File: src/rtl/noc_packet_framer_pkg.sv
// Shared definitions for the NoC packet framer: header field offsets,
// record flag positions, record layout and FSM state encoding.
package noc_packet_framer_pkg;

  // Header field positions inside a flit
  localparam int NOC_HDR_CHIPID_MSB = 63;
  localparam int NOC_HDR_CHIPID_LSB = 50;
  localparam int NOC_HDR_X_MSB      = 49;
  localparam int NOC_HDR_X_LSB      = 42;
  localparam int NOC_HDR_Y_MSB      = 41;
  localparam int NOC_HDR_Y_LSB      = 34;
  localparam int NOC_HDR_LEN_MSB    = 29;
  localparam int NOC_HDR_LEN_LSB    = 22;
  localparam int NOC_HDR_TYPE_MSB   = 21;
  localparam int NOC_HDR_TYPE_LSB   = 14;

  // Record flag bit positions; bits [7:3] are reserved and always zero
  localparam int NPF_FLAG_BOUND_ERR = 0;
  localparam int NPF_FLAG_TIMEOUT   = 1;
  localparam int NPF_FLAG_ZERO_LEN  = 2;

  localparam int NPF_REC_W = 40;

  typedef enum logic {
    NPF_IDLE = 1'b0,
    NPF_BODY = 1'b1
  } npf_state_e;

  typedef struct packed {
    logic [7:0] flags;
    logic [7:0] len;
    logic [7:0] typ;
    logic [7:0] y;
    logic [7:0] x;
  } npf_rec_t;

  function automatic logic [7:0] npf_flags(input logic bound_err, input logic timeout,
                                           input logic zero_len);
    logic [7:0] f;
    f = '0;
    f[NPF_FLAG_BOUND_ERR] = bound_err;
    f[NPF_FLAG_TIMEOUT]   = timeout;
    f[NPF_FLAG_ZERO_LEN]  = zero_len;
    return f;
  endfunction

endpackage

File: src/rtl/noc_pkt_rec_fifo.sv
// Synchronous record FIFO with a registered head entry. A push while full
// is refused (reported on drop) unless a pop frees the slot the same cycle.
module noc_pkt_rec_fifo
  import noc_packet_framer_pkg::*;
#(
  parameter int DATA_W = NPF_REC_W,
  parameter int DEPTH  = 4
) (
  input  logic              clk,
  input  logic              reset,
  input  logic              push,
  input  logic [DATA_W-1:0] push_data,
  input  logic              pop,
  output logic              head_valid,
  output logic [DATA_W-1:0] head_data,
  output logic              drop
);

  localparam int AW = $clog2(DEPTH);

  logic [DATA_W-1:0] mem [DEPTH];
  logic [AW-1:0]     wr_ptr;
  logic [AW-1:0]     rd_ptr;
  logic [AW-1:0]     rd_nxt;
  logic [AW:0]       count;
  logic              full;
  logic              empty;
  logic              do_push;
  logic              do_pop;

  assign full       = (count == (AW+1)'(DEPTH));
  assign empty      = (count == '0);
  assign do_pop     = pop && !empty;
  assign do_push    = push && (!full || do_pop);
  assign drop       = push && full && !do_pop;
  assign rd_nxt     = rd_ptr + AW'(1);
  assign head_valid = !empty;

  // Storage array; contents are only meaningful between the pointers
  always_ff @(posedge clk) begin
    if (do_push) mem[wr_ptr] <= push_data;
  end

  // Pointer and occupancy bookkeeping
  always_ff @(posedge clk) begin
    if (reset) begin
      wr_ptr <= '0;
      rd_ptr <= '0;
      count  <= '0;
    end else begin
      if (do_push) wr_ptr <= wr_ptr + AW'(1);
      if (do_pop)  rd_ptr <= rd_nxt;
      case ({do_push, do_pop})
        2'b10:   count <= count + (AW+1)'(1);
        2'b01:   count <= count - (AW+1)'(1);
        default: count <= count;
      endcase
    end
  end

  // Head register: next entry after a pop, or the incoming record when it
  // lands in an empty (or just emptied) FIFO; otherwise it holds.
  always_ff @(posedge clk) begin
    if (reset) begin
      head_data <= '0;
    end else if (do_pop) begin
      if (count > (AW+1)'(1)) head_data <= mem[rd_nxt];
      else if (do_push)       head_data <= push_data;
    end else if (do_push && empty) begin
      head_data <= push_data;
    end
  end

endmodule

File: src/rtl/noc_packet_framer.sv
// Passive tap on one router output port: frames flits into packets using
// the header length, and queues one summary record per packet for the
// network monitor. Never back-pressures the NoC.
module noc_packet_framer
  import noc_packet_framer_pkg::*;
#(
  parameter int FLIT_W      = 64,
  parameter int X_TILES     = 1,
  parameter int Y_TILES     = 1,
  parameter int FIFO_DEPTH  = 4,
  parameter int TIMEOUT_CYC = 1024
) (
  input  logic                 clk,
  input  logic                 reset,
  input  logic                 flit_valid,
  input  logic [FLIT_W-1:0]    flit_data,
  output logic                 rec_valid,
  input  logic                 rec_ready,
  output logic [NPF_REC_W-1:0] rec_data,
  output logic [15:0]          drop_cnt,
  output logic                 overflow
);

  localparam int              CHIP_W   = NOC_HDR_CHIPID_MSB - NOC_HDR_CHIPID_LSB + 1;
  localparam int              GAP_W    = $clog2(TIMEOUT_CYC + 1);
  localparam logic [GAP_W-1:0] GAP_LAST = GAP_W'(TIMEOUT_CYC - 1);

  function automatic logic [15:0] sat_inc16(input logic [15:0] v);
    return (v == 16'hFFFF) ? v : v + 16'd1;
  endfunction

  // Only on-chip destinations (chipid 0) are checked against the mesh size
  function automatic logic bound_err(input logic [CHIP_W-1:0] chipid,
                                     input logic [7:0] x, input logic [7:0] y);
    return (chipid == '0) &&
           (({24'd0, x} >= 32'(X_TILES)) || ({24'd0, y} >= 32'(Y_TILES)));
  endfunction

  npf_state_e         state;
  logic [7:0]         remaining;
  logic [GAP_W-1:0]   gap;

  logic [CHIP_W-1:0]  hdr_chipid;
  logic [7:0]         hdr_x, hdr_y, hdr_len, hdr_type;
  logic               hdr_bound;

  logic [7:0]         hdr_x_p0, hdr_y_p0, hdr_len_p0, hdr_type_p0;
  logic               hdr_bound_p0;

  logic               push;
  npf_rec_t           push_rec;
  logic               fifo_drop;
  logic               unused_flit_bits;

  assign hdr_chipid = flit_data[NOC_HDR_CHIPID_MSB:NOC_HDR_CHIPID_LSB];
  assign hdr_x      = flit_data[NOC_HDR_X_MSB:NOC_HDR_X_LSB];
  assign hdr_y      = flit_data[NOC_HDR_Y_MSB:NOC_HDR_Y_LSB];
  assign hdr_len    = flit_data[NOC_HDR_LEN_MSB:NOC_HDR_LEN_LSB];
  assign hdr_type   = flit_data[NOC_HDR_TYPE_MSB:NOC_HDR_TYPE_LSB];
  assign hdr_bound  = bound_err(hdr_chipid, hdr_x, hdr_y);
  assign unused_flit_bits = ^{flit_data[NOC_HDR_Y_LSB-1:NOC_HDR_LEN_MSB+1],
                              flit_data[NOC_HDR_TYPE_LSB-1:0]};

  // Record push decision: on the edge that consumes the last flit, on a
  // zero-length header, or when the body gap reaches the timeout.
  always_comb begin
    push     = 1'b0;
    push_rec = '0;
    case (state)
      NPF_IDLE: begin
        if (flit_valid && (hdr_len == 8'd0)) begin
          push     = 1'b1;
          push_rec = '{flags: npf_flags(hdr_bound, 1'b0, 1'b1),
                       len: hdr_len, typ: hdr_type, y: hdr_y, x: hdr_x};
        end
      end
      NPF_BODY: begin
        if (flit_valid) begin
          if (remaining == 8'd1) begin
            push     = 1'b1;
            push_rec = '{flags: npf_flags(hdr_bound_p0, 1'b0, 1'b0),
                         len: hdr_len_p0, typ: hdr_type_p0, y: hdr_y_p0, x: hdr_x_p0};
          end
        end else if (gap == GAP_LAST) begin
          push     = 1'b1;
          push_rec = '{flags: npf_flags(hdr_bound_p0, 1'b1, 1'b0),
                       len: hdr_len_p0, typ: hdr_type_p0, y: hdr_y_p0, x: hdr_x_p0};
        end
      end
      default: ;
    endcase
  end

  // Framer FSM with remaining-flit and idle-gap counters
  always_ff @(posedge clk) begin
    if (reset) begin
      state     <= NPF_IDLE;
      remaining <= '0;
      gap       <= '0;
    end else begin
      case (state)
        NPF_IDLE: begin
          if (flit_valid && (hdr_len != 8'd0)) begin
            state     <= NPF_BODY;
            remaining <= hdr_len;
            gap       <= '0;
          end
        end
        NPF_BODY: begin
          if (flit_valid) begin
            remaining <= remaining - 8'd1;
            gap       <= '0;
            if (remaining == 8'd1) state <= NPF_IDLE;
          end else if (gap == GAP_LAST) begin
            state     <= NPF_IDLE;
            remaining <= '0;
            gap       <= '0;
          end else begin
            gap <= gap + GAP_W'(1);
          end
        end
        default: state <= NPF_IDLE;
      endcase
    end
  end

  // Header field capture for packets that carry body flits
  always_ff @(posedge clk) begin
    if ((state == NPF_IDLE) && flit_valid) begin
      hdr_x_p0     <= hdr_x;
      hdr_y_p0     <= hdr_y;
      hdr_len_p0   <= hdr_len;
      hdr_type_p0  <= hdr_type;
      hdr_bound_p0 <= hdr_bound;
    end
  end

  // Saturating drop counter and sticky overflow flag
  always_ff @(posedge clk) begin
    if (reset) begin
      drop_cnt <= '0;
      overflow <= 1'b0;
    end else if (fifo_drop) begin
      drop_cnt <= sat_inc16(drop_cnt);
      overflow <= 1'b1;
    end
  end

  noc_pkt_rec_fifo #(
    .DATA_W (NPF_REC_W),
    .DEPTH  (FIFO_DEPTH)
  ) u_fifo (
    .clk        (clk),
    .reset      (reset),
    .push       (push),
    .push_data  (push_rec),
    .pop        (rec_ready),
    .head_valid (rec_valid),
    .head_data  (rec_data),
    .drop       (fifo_drop)
  );

endmodule

File: config.mk
export PLATFORM = sky130hd
export DESIGN_NAME = noc_packet_framer
export DESIGN_NICKNAME = d
export VERILOG_FILES = /design/src/rtl/noc_packet_framer_pkg.sv /design/src/rtl/noc_pkt_rec_fifo.sv /design/src/rtl/noc_packet_framer.sv
export SDC_FILE = /design/constraint.sdc
export NUM_CORES = 1
export LEC_CHECK = 0
export CORE_ASPECT_RATIO = 1.5
export CORE_UTILIZATION = 51
export CTS_BUF_LIST = sky130_fd_sc_hd__clkbuf_16
export CTS_CLUSTER_DIAMETER = 150
export CTS_CLUSTER_SIZE = 14
export DETAILED_ROUTE_END_ITERATION = 8
export PLACE_DENSITY = 0.75
export SYNTH_ARGS = -nofsm -noshare
export SYNTH_HDL_FRONTEND = slang
export SYNTH_SLANG_ARGS = --single-unit
File: constraint.sdc
create_clock -name clk -period 3 [get_ports clk]
set_input_delay 0.3 -clock clk [delete_from_list [all_inputs] [get_ports clk]]
set_output_delay 0.3 -clock clk [all_outputs]
set_load 0.05 [all_outputs]
==> results.sh, run 1 <==
export IMPL_cpPeakStageDelay_ns=0.84
export IMPL_cp_num_buf_inv=2
export IMPL_routedWlPerCell_um=19.6
export IMPL_drcViolationCount=2
export IMPL_viasPerCell=5.97
export IMPL_antenna_cells=0
export IMPL_r2r_slack_ns=0.43
export IMPL_post_dp_hpwl_um=15900
export IMPL_gp_congestion=0.866
export IMPL_violations="DRC"
export IMPL_vias=7256
export IMPL_synth_top_cell_by_area="edfxtp_1"
export IMPL_root_buffer="clkbuf_16"
export IMPL_synth_cell_type_count=70
export IMPL_coreArea_sq_um=21000
export IMPL_arrival_ns=2.39
export IMPL_worstPathMaxFanout=10
export IMPL_hold_viol_final=0
export IMPL_cts_resized=0
export IMPL_rsz0062_at_grt="false"
export IMPL_netlist_top_cells_area="edfxtp_1, dfxtp_1, mux4_2"
export IMPL_worstSetupStartpointType="register"
export IMPL_drv_slew=0
export IMPL_drive_above_1_share=0.150
export IMPL_end_kind="output pin"
export IMPL_crit_required_ns=2.70
export IMPL_grt_pass1_vias=7256
export IMPL_path_delay_family="buffers and inverters"
export IMPL_hold_buffers=0
export IMPL_synthCells=823
export IMPL_fillers=1646
export IMPL_powerDensity_nw_per_um2=695
export IMPL_critPathSlowestCell="clkdlybuf4s50_1"
export IMPL_worstReg2RegStart="state$_SDFF_PP0_"
export IMPL_synth_commonest_cells="edfxtp_1, dfxtp_1, nor2_1, nand2_1"
export IMPL_io_buffers=102
export IMPL_fmax_ghz=0.372
export IMPL_fin_skew_ns=0.0133
export IMPL_cts_max_path_buffers=3
export IMPL_drtPass1Iterations=7
export IMPL_fp_dieW_um=121
export IMPL_ir_drop_mv=0.466
export IMPL_fin_tns_setup_ns=0
export IMPL_yosysSeqAreaShare=0.623
export IMPL_clkTransAtPathRegs_ns=0.07
export IMPL_yosysTopAreaCellShare=0.478
export IMPL_htree_num_levels=1
export IMPL_max_slew_margin_rel=0.388
export IMPL_yosysMostFrequentCell="edfxtp_1"
export IMPL_grt_max_degree=35
export IMPL_numCtsBuffers=21
export IMPL_synth_area_sq_um=10900
export IMPL_yosysWarnings=0
export IMPL_ant_nets=0
export IMPL_nNetsFinal=1013
export IMPL_syn_area_per_cell_sq_um=13.2
export IMPL_p_leak_nw=4.02
export IMPL_cp_depth=4
export IMPL_die_area_sq_um=21900
export IMPL_setup_viol=0
export IMPL_finalWirelength_um=23800
export IMPL_initial_utilization=0.518
export IMPL_cts_setup_buffers=0
export IMPL_cp_cell_sequence="inv_1 > ha_1 > nand2b_1 > clkdlybuf4s50_1"
export IMPL_synthArstFlopShare=0
export IMPL_reg2reg_to="drop_cnt[11]$_SDFFE_PP0P_"
export IMPL_cts_tree="yes"
export IMPL_seq_area_sq_um=6780
export IMPL_io_pins=126
export IMPL_grt_total_usage=0.224
export IMPL_final_min_clock_period_ns=2.69
export IMPL_worstMarginPinSlew_ns=0.911
export IMPL_clock_sinks=252
export IMPL_fin_ws_ns=0.310
export IMPL_antenna_found_initial=0
export IMPL_grt_overflow=0
export IMPL_hp_class="in -> reg"
export IMPL_clk_latency_ns=0.51
export IMPL_die_h_um=181
export IMPL_place_ws_ns=0.0480
export IMPL_status="complete, but fails checks"
export IMPL_grt_pass1_wl_um=37900
export IMPL_fin_crit_sh=0.897
export IMPL_cp_startpoint="u_fifo.count[1]$_SDFFE_PP0P_"
export IMPL_synthFlopType="edfxtp_1"
export IMPL_hold_start="reset"
export IMPL_ys_ff_latch=252
export IMPL_num_rows=65
export IMPL_area_delta_synth_final_pct=19.3
export IMPL_multi_input_area_sq_um=3780
export IMPL_critPathKind="reg -> out"
export IMPL_drv_cap=0
export IMPL_crit_path_end="rec_valid"
export IMPL_synth_edff_count=173
export IMPL_reg2regPathDepth=6
export IMPL_drtIter0Drc=621
[report_power, final]
part / switching [mW] / internal [mW] / total (mW) / leakage (nW)
sequential: 0.202 / 3.93 / 4.13 / 1.97
clock: 1.17 / 1.27 / 2.43 / 0.343
combinational: 1.54 / 0.910 / 2.45 / 1.71
total: 2.91 / 6.10 / 9.01 / 4.02
[logic make-up (layout without fill, tap and decap cells)]
| kind of cell | after synthesis | after routing | synth area share |
|---|---|---|---|
| XOR/XNOR | 9 | 9 | 0.00725 |
| AO/OA/AOI/OAI | 175 | 175 | 0.115 |
| buffers and inverters | 78 | 198 | 0.0322 |
| other | 1 | 5 | 0.000345 |
| AND/OR/NAND/NOR | 254 | 254 | 0.129 |
| adder cells (fa/ha/maj) | 12 | 12 | 0.0138 |
| multiplexers | 42 | 42 | 0.0794 |
| flip-flops | 252 | 252 | 0.623 |
[metal layers]
layer  share of wire  vias up  global-route usage  routed length, um
li1                -     3359                   -                  -
met1            0.38     3600               0.257               9160
met2            0.54      251               0.419              13000
met3           0.047       46              0.0265               1110
met4           0.025        0              0.0810                595
met5               0        -                   0                  0
[cell usage in the layout (no fill, tap or decap), drive strengths merged, types with 7 or more instances in the layout]
| master | n |
|---|---|
| or2 | 22 |
| a21boi | 19 |
| a21oi | 29 |
| a211oi | 10 |
| clkbuf | 21 |
| dfxtp | 79 |
| nor3 | 12 |
| or4 | 7 |
| edfxtp | 173 |
| ha | 12 |
| o21bai | 9 |
| o21ai | 35 |
| o31ai | 10 |
| mux4 | 35 |
| a22oi | 9 |
| nor4 | 11 |
| buf | 37 |
| clkdlybuf4s50 | 101 |
| inv | 39 |
| nor2 | 66 |
| nand2 | 37 |
| nand3 | 17 |
| and2 | 32 |
| nor2b | 10 |
| a311oi | 24 |
[area by class of cell]
type / count / area share
tap: 268 / 0.0258
clock inverter: 16 / 0.00501
timing repair buffer: 138 / 0.108
multi-input combinational: 497 / 0.292
clock buffer: 21 / 0.0405
inverter: 23 / 0.00685
sequential: 252 / 0.522
[registers in the layout, indices dropped and copies added, names as in the netlist]
register and count:
gap 11, hdr_type_p0 8, remaining 8, hdr_y_p0 8
state 1, hdr_bound_p0 1, u_fifo.count 3, u_fifo.rd_ptr 2
u_fifo.wr_ptr 2, drop_cnt 16, u_fifo.head_data 35, u_fifo.mem 140
hdr_x_p0 8, hdr_len_p0 8, overflow 1
[worst min-delay path by stage]
| stage | endpoint | slack [ns] | depth (start not counted) |
|---|---|---|---|
| 5_1_grt | u_fifo.count[0]$_SDFFE_PP0P_ | 0.26 | 4 |
| 6_report | u_fifo.count[0]$_SDFFE_PP0P_ | 0.25 | 4 |
| 4_1_cts | u_fifo.count[0]$_SDFFE_PP0P_ | 0.24 | 4 |
| 2_1_floorplan | hdr_len_p0[0]$_DFFE_PP_ | 0.40 | 0 |
| 3_5_place_dp | overflow$_SDFFE_PP0P_ | 0.45 | 2 |
| 3_3_place_gp | overflow$_SDFFE_PP0P_ | 0.44 | 2 |
[worst min-delay path, cell delays in order]
cell and delay [ns]:
buf_2 0.14, nor3_1 0.13, o41ai_1 0.10, nand2_1 0.06
[per-stage QoR]
stage	util	hold slack [ns]	area, sq um	total power, mW	std cells
after floorplan	-	0.399	10900	5.82	827
after global placement	0.590	0.442	12400	6.62	1178
after detailed placement	0.590	0.446	12400	6.66	1178
after CTS	0.618	0.238	13000	9.08	1215
after global routing	0.618	0.260	13000	9.38	1215
final	0.618	0.254	13000	9.01	1215
Note: power is estimated with default switching activity, not from simulation.
==> run 2: changes to the inputs <==
- SLEW_MARGIN: default -> 20
==> results of run 2 <==
No change in the layout: final DEF, timing and power equal those of run 1.
